`src/rtl/mult_pkg.sv`:
```
// Shared types and sizing for the parity-checked signed multiplier.
// MULT_ITERATIVE_EN selects the shift-add datapath in mult_core.
package mult_pkg;
  localparam int DATA_W   = 16;
  localparam int RESULT_W = 2 * DATA_W;

  typedef enum logic [1:0] {IDLE, CHECK, CALC, DONE} mult_state_t;

  function automatic logic [DATA_W-1:0] mag(input logic [DATA_W-1:0] x);
    return x[DATA_W-1] ? -x : x;
  endfunction
endpackage

```
`src/rtl/mult_core_if.sv`:
```
// Operand request / product response bundle between the stimulus stage and mult_core.
interface mult_core_if;
  import mult_pkg::*;

  logic                req;
  logic [DATA_W-1:0]   arg_a;
  logic                arg_a_parity;
  logic [DATA_W-1:0]   arg_b;
  logic                arg_b_parity;
  logic                ack;
  logic                result_rdy;
  logic [RESULT_W-1:0] result;
  logic                result_parity;
  logic                arg_parity_error;

  modport master (
    output req, arg_a, arg_a_parity, arg_b, arg_b_parity,
    input  ack, result_rdy, result, result_parity, arg_parity_error
  );

  modport slave (
    input  req, arg_a, arg_a_parity, arg_b, arg_b_parity,
    output ack, result_rdy, result, result_parity, arg_parity_error
  );
endinterface

```
`src/rtl/mult_shift_add.sv`:
```
// Radix-2 shift-add multiplier: one partial product per cycle over DATA_W cycles,
// operating on magnitudes with the sign applied to the final sum.
module mult_shift_add
  import mult_pkg::*;
(
  input  logic                     clk,
  input  logic                     rst,
  input  logic                     start_i,
  input  logic signed [DATA_W-1:0] a_i,
  input  logic signed [DATA_W-1:0] b_i,
  output logic                     done_o,
  output logic [RESULT_W-1:0]      product_o
);
  localparam int CNT_W = $clog2(DATA_W);

  logic [RESULT_W-1:0] mcand_q, acc_q, acc_nxt;
  logic [DATA_W-1:0]   mplier_q;
  logic [CNT_W-1:0]    cnt_q;
  logic                busy_q, neg_q;

  assign acc_nxt   = acc_q + (mplier_q[0] ? mcand_q : '0);
  assign done_o    = busy_q && (cnt_q == CNT_W'(DATA_W - 1));
  // product_o is only meaningful alongside done_o: it includes the final step.
  assign product_o = neg_q ? -acc_nxt : acc_nxt;

  always_ff @(posedge clk) begin
    if (rst) begin
      mcand_q  <= '0;
      acc_q    <= '0;
      mplier_q <= '0;
      cnt_q    <= '0;
      busy_q   <= 1'b0;
      neg_q    <= 1'b0;
    end else if (start_i) begin
      mcand_q  <= RESULT_W'(mag(a_i));
      mplier_q <= mag(b_i);
      acc_q    <= '0;
      cnt_q    <= '0;
      busy_q   <= 1'b1;
      neg_q    <= a_i[DATA_W-1] ^ b_i[DATA_W-1];
    end else if (busy_q) begin
      acc_q    <= acc_nxt;
      mcand_q  <= mcand_q << 1;
      mplier_q <= mplier_q >> 1;
      cnt_q    <= cnt_q + 1'b1;
      if (done_o) busy_q <= 1'b0;
    end
  end
endmodule

```
`src/rtl/mult_core.sv`:
```
// Signed DATA_W x DATA_W multiplier with operand parity check and req/ack handshake.
// Define MULT_ITERATIVE_EN for the DATA_W-cycle shift-add CALC instead of a single-cycle multiply.
module mult_core
  import mult_pkg::*;
(
  input  logic        clk,
  input  logic        rst,
  mult_core_if.slave  bus
);
  mult_state_t                state_q, state_d;
  logic signed [DATA_W-1:0]   a_q, b_q;
  logic                       ap_q, bp_q;
  logic                       err_q, err_d;
  logic [RESULT_W-1:0]        result_q, result_d;
  logic                       res_par_q;
  logic                       perr, calc_done;
  logic [RESULT_W-1:0]        prod;

  assign perr = (^a_q != ap_q) || (^b_q != bp_q);

`ifdef MULT_ITERATIVE_EN
  logic calc_start;
  assign calc_start = (state_q == CHECK) && !perr;

  mult_shift_add u_shift_add (
    .clk       (clk),
    .rst       (rst),
    .start_i   (calc_start),
    .a_i       (a_q),
    .b_i       (b_q),
    .done_o    (calc_done),
    .product_o (prod)
  );
`else
  logic signed [RESULT_W-1:0] prod_s;
  assign prod_s    = a_q * b_q;
  assign prod      = prod_s;
  assign calc_done = 1'b1;
`endif

  always_comb begin
    state_d  = state_q;
    err_d    = err_q;
    result_d = result_q;
    unique case (state_q)
      IDLE:  if (bus.req) state_d = CHECK;
      CHECK: begin
        if (perr) begin
          state_d  = DONE;
          err_d    = 1'b1;
          result_d = '0;
        end else begin
          state_d  = CALC;
          err_d    = 1'b0;
        end
      end
      CALC: begin
        if (calc_done) begin
          state_d  = DONE;
          result_d = prod;
        end
      end
      DONE:    state_d = IDLE;
      default: state_d = IDLE;
    endcase
  end

  always_ff @(posedge clk) begin
    if (rst) begin
      state_q   <= IDLE;
      a_q       <= '0;
      b_q       <= '0;
      ap_q      <= 1'b0;
      bp_q      <= 1'b0;
      err_q     <= 1'b0;
      result_q  <= '0;
      res_par_q <= 1'b0;
    end else begin
      state_q   <= state_d;
      err_q     <= err_d;
      result_q  <= result_d;
      res_par_q <= ^result_d;
      // Operands are sampled only when a transaction starts; later bus changes are ignored.
      if (state_q == IDLE && bus.req) begin
        a_q  <= bus.arg_a;
        b_q  <= bus.arg_b;
        ap_q <= bus.arg_a_parity;
        bp_q <= bus.arg_b_parity;
      end
    end
  end

  assign bus.ack              = (state_q == CHECK);
  assign bus.result_rdy       = (state_q == DONE);
  assign bus.arg_parity_error = (state_q == DONE) && err_q;
  assign bus.result           = result_q;
  assign bus.result_parity    = res_par_q;
endmodule

```
`src/flat_wrapper.sv`:
```
// flat-port wrapper written by rule: the top's interface ports become plain ports
module mult_core_flat import mult_pkg::*;
  (clk, rst, bus_req, bus_arg_a, bus_arg_a_parity, bus_arg_b, bus_arg_b_parity, bus_ack, bus_result_rdy, bus_result, bus_result_parity, bus_arg_parity_error);
  mult_core_if bus_i ();
  input  logic clk;
  input  logic rst;
  input wire logic [$bits(bus_i.req)-1:0] bus_req;
  input wire logic [$bits(bus_i.arg_a)-1:0] bus_arg_a;
  input wire logic [$bits(bus_i.arg_a_parity)-1:0] bus_arg_a_parity;
  input wire logic [$bits(bus_i.arg_b)-1:0] bus_arg_b;
  input wire logic [$bits(bus_i.arg_b_parity)-1:0] bus_arg_b_parity;
  output wire logic [$bits(bus_i.ack)-1:0] bus_ack;
  output wire logic [$bits(bus_i.result_rdy)-1:0] bus_result_rdy;
  output wire logic [$bits(bus_i.result)-1:0] bus_result;
  output wire logic [$bits(bus_i.result_parity)-1:0] bus_result_parity;
  output wire logic [$bits(bus_i.arg_parity_error)-1:0] bus_arg_parity_error;
  assign bus_i.req = bus_req;
  assign bus_i.arg_a = bus_arg_a;
  assign bus_i.arg_a_parity = bus_arg_a_parity;
  assign bus_i.arg_b = bus_arg_b;
  assign bus_i.arg_b_parity = bus_arg_b_parity;
  assign bus_ack = bus_i.ack;
  assign bus_result_rdy = bus_i.result_rdy;
  assign bus_result = bus_i.result;
  assign bus_result_parity = bus_i.result_parity;
  assign bus_arg_parity_error = bus_i.arg_parity_error;
  mult_core u_core (.clk(clk), .rst(rst), .bus(bus_i));
endmodule
```
`config.mk`:
```
export PLATFORM = sky130hd
export DESIGN_NAME = mult_core_flat
export DESIGN_NICKNAME = d
export VERILOG_FILES = /design/src/rtl/mult_pkg.sv /design/src/rtl/mult_core_if.sv /design/src/rtl/mult_shift_add.sv /design/src/rtl/mult_core.sv /design/src/flat_wrapper.sv
export SDC_FILE = /design/constraint.sdc
export NUM_CORES = 1
export LEC_CHECK = 0
export ABC_AREA = 1
export CAP_MARGIN = 25
export CORE_ASPECT_RATIO = 0.8
export CORE_MARGIN = 2
export CORE_UTILIZATION = 56
export DETAILED_ROUTE_END_ITERATION = 7
export HOLD_SLACK_MARGIN = 0.03
export PLACE_DENSITY = 0.75
export SLEW_MARGIN = 20
export SYNTH_ARGS = -nofsm -noshare
export SYNTH_HDL_FRONTEND = slang
export SYNTH_HIERARCHICAL = 1
export SYNTH_SLANG_ARGS = --single-unit
```
`constraint.sdc`:
```
create_clock -name clk -period 6.95 [get_ports clk]
set_clock_uncertainty 0.05 [all_clocks]
set_input_delay 0.695 -clock clk [delete_from_list [all_inputs] [get_ports clk]]
set_output_delay 0.695 -clock clk [all_outputs]
set_load 0.05 [all_outputs]
```
==> run_results.csv <==
group,metric,value,unit
layout,area_delta_synth_final,9.679,%
synth,synth_area,15890,um2
layout,final_common_cell,"nand2_1",
clocking,cts_tree,"yes",
drt,vias_per_cell,5.101,
grt,grt_pass1_wl,70.54,mm
drt,drtAntennaViolNets,0,
clocking,path_clk_slew,0.07,ns
placement,io_buffers,72,
grt,antenna_found_initial,0,
floorplanning,die_h,154.7,um
clocking,clock-sinks,70,
layout,utilization,62.06,%
timing,fmax,0.1532,GHz
drt,vias,14110,
setup_path,cpPeakStageDelay,0.74,ns
floorplanning,core-area,28080,um2
drt,initialDrtViolationCount,1088,
grt,grt_usage,29.88,%
grt,grt_max_degree,72,
setup_path,path_common_cell,"nand2_1",
synth,synthXorXnorAreaFrac,1.433,%
outcome,status,"finished clean",
min_path,hp-class,"register to register",
grt,gr-total-overflow,0,
power_and_ir_drop,ir_drop,0.0005467,V
setup_path,cp.arrival,6.68,ns
synth,synth_compound_area_share,4.269,%
floorplanning,start_util,56.58,%
placement,dp_hpwl,33.94,mm
drt,dr.pass1.iters,6,
clocking,clk-insertion-delay-late,0.36,ns
power_and_ir_drop,p_per_area,395.0,nW/um2
synth,syn_area_per_cell,6.766,um2
drt,avgRoutedWirePerCell,14.93,um
timing,tightest_slew,0.8373,ns
clocking,cts_root_buffer,"clkbuf_16",
power_and_ir_drop,p_leak,10.45,nW
setup_path,crit_fanout,12,
synth,ys_warn_count,6,
floorplanning,die-area,29740,um2
timing,period_needed,6.529,ns
layout,final_layout_size_suffix_gt1_share,7.471,%
run,drv_cap,0,
synth,ys_seq_area_share,8.821,%
synth,synth_top_family_by_area,"adder cells",
timing,finalSetupViolCount,0,
synth,syn_nets,2734,
synth,synth_area_leaders,"fa_1 33%, nand2_1 19%, inv_1 14%",
synth,syn_inst,2348,
synth,synth_top_flop_cell,"dfxtp_1",
synth,synth_edf_count,0,
synth,synthMuxAreaShare,0,%
clocking,cts_inserted_buffers,9,
layout,final_cell_mix,"803 x nand2_1, 571 x inv_1, 259 x fa_1",
synth,synth_top_area_cell,"fa_1",
setup_path,r2r_setup_slack,0.42,ns
setup_path,end_kind,"register",
placement,place.gp.congestion,0.9415,
setup_path,start_kind,"register",
layout,antenna_cells,0,
timing,slew_viol_final,0,
timing,period_share,93.95,%
clocking,h-tree-depth,3,
setup_path,crit_type,"register to register",
timing,hold_ws,0.4429,ns
synth,ys_types,37,
setup_path,required,7.10,ns
floorplanning,io_pins,73,
floorplanning,row_count,55,
synth,ys_async_sr_fraction,0,%
clocking,clock_path_buffers,2,
drt,route.detailed.drc,0,
synth,synth_simple_gate_area_share,28.24,%
timing,fin_setup_tns,0,ns
grt,grt_pass1_vias,14620,
floorplanning,die-width,192.3,um
drt,totalWireLength,41.30,mm
layout,nFillCells,2558,
layout,final_nets,2777,
timing,slew-limit-headroom,44.18,%
synth,synthAdderAreaFrac,39.87,%
synth,synth_top_area_share,33.02,%
setup_path,crit_path_top_delay_cell,"dfxtp_1",
synth,ys_ff_latch,70,
timing,finalHoldViolCount,0,
==> what timing repair did <==
action                     4_1_cts  5_1_grt
setup endpoints to repair        1        1
buffers inserted                 0        2
gates resized for setup          1       47
pin swaps                        0        2
hold buffers                     0        0
==> state kept, by name, summed over array words and instances, names as in the netlist <==
signal and flops:
u_core/bus.result 32, u_core/err_q 1, u_core/a_q 16, u_core/bp_q 1, u_core/ap_q 1, u_core/b_q 16, u_core/state_q 2, u_core/bus.result_parity 1
==> cell families after synthesis <==
kind of cell / Yosys count
AO/OA/AOI/OAI: 119
XOR/XNOR: 23
adder cells (fa/ha/maj): 349
buffers and inverters: 688
flip-flops: 70
AND/OR/NAND/NOR: 1099
==> synthesized netlist by cell type, types with 7 or more instances <==
| cell | n |
|---|---|
| dfxtp_1 | 70 |
| buf_4 | 33 |
| clkbuf_1 | 56 |
| nand3_1 | 83 |
| inv_2 | 17 |
| o21bai_1 | 7 |
| nand4_1 | 12 |
| a21oi_1 | 64 |
| or2_2 | 13 |
| xnor2_1 | 11 |
| o21ai_0 | 18 |
| nand3b_1 | 8 |
| ha_1 | 87 |
| inv_1 | 572 |
| nor2_1 | 142 |
| nand3_2 | 13 |
| xor2_1 | 10 |
| nand2_1 | 806 |
| fa_1 | 262 |
| a211oi_1 | 15 |
==> worst max-delay path: cells and delay by family, from the launching register on <==
kind	cells	cell delay (ns)
flip-flops	1	0.74
adder cells (fa/ha/maj)	7	3.09
buffers and inverters	8	0.64
AO/OA/AOI/OAI	1	0.05
AND/OR/NAND/NOR	19	1.82
==> layer usage <==
layer | GRT usage (%) | vias to the layer above | share of wire, %
met5 | 0 | - | 0
li1 | - | 6849 | -
met1 | 40.50 | 6707 | 44
met2 | 49.59 | 471 | 47
met3 | 4.697 | 83 | 6.5
met4 | 8.688 | 0 | 2.7
==> area by class of cell <==
| type | instances | area [um2] | area share [%] |
|---|---|---|---|
| clock buffer | 9 | 225.2 | 1.293 |
| clock inverter | 7 | 63.81 | 0.3662 |
| inverter | 590 | 2222 | 12.75 |
| multi-input combinational | 1590 | 11790 | 67.68 |
| sequential | 70 | 1440 | 8.265 |
| tap | 370 | 462.9 | 2.657 |
| timing repair buffer | 130 | 1217 | 6.987 |
==> stage by stage <==
step / instance area (um2) / power [mW] / std cells / worst slack, ns
5_1_grt: 17420 / 7.714 / 2766 / -0.005030
4_1_cts: 17300 / 6.814 / 2764 / 0.1158
2_1_floorplan: 15890 / 4.940 / 2348 / 0.5897
3_3_place_gp: 17010 / 6.126 / 2748 / 0.1165
6_report: 17420 / 6.882 / 2766 / 0.4206
3_5_place_dp: 17010 / 6.283 / 2748 / -0.02695
==> where the power goes <==
| part | internal (mW) | switching, mW |
|---|---|---|
| clock | 0.251 | 0.237 |
| combinational | 1.95 | 3.73 |
| sequential | 0.533 | 0.181 |
| total | 2.73 | 4.15 |
==> worst paths after layout <==
check / startpoint / to / cells after the start
hold / removal: u_core/ap_q$_SDFFE_PP0P_ / u_core/ap_q$_SDFFE_PP0P_ / 2
hold reg to reg: u_core/ap_q$_SDFFE_PP0P_ / u_core/ap_q$_SDFFE_PP0P_ / 2
setup / recovery: u_core/a_q[3]$_SDFFE_PP0P_ / u_core/bus.result_parity$_SDFF_PP0_ / 35
setup reg to reg: u_core/a_q[3]$_SDFFE_PP0P_ / u_core/bus.result_parity$_SDFF_PP0_ / 35
Note: power is estimated with default switching activity, not from simulation.
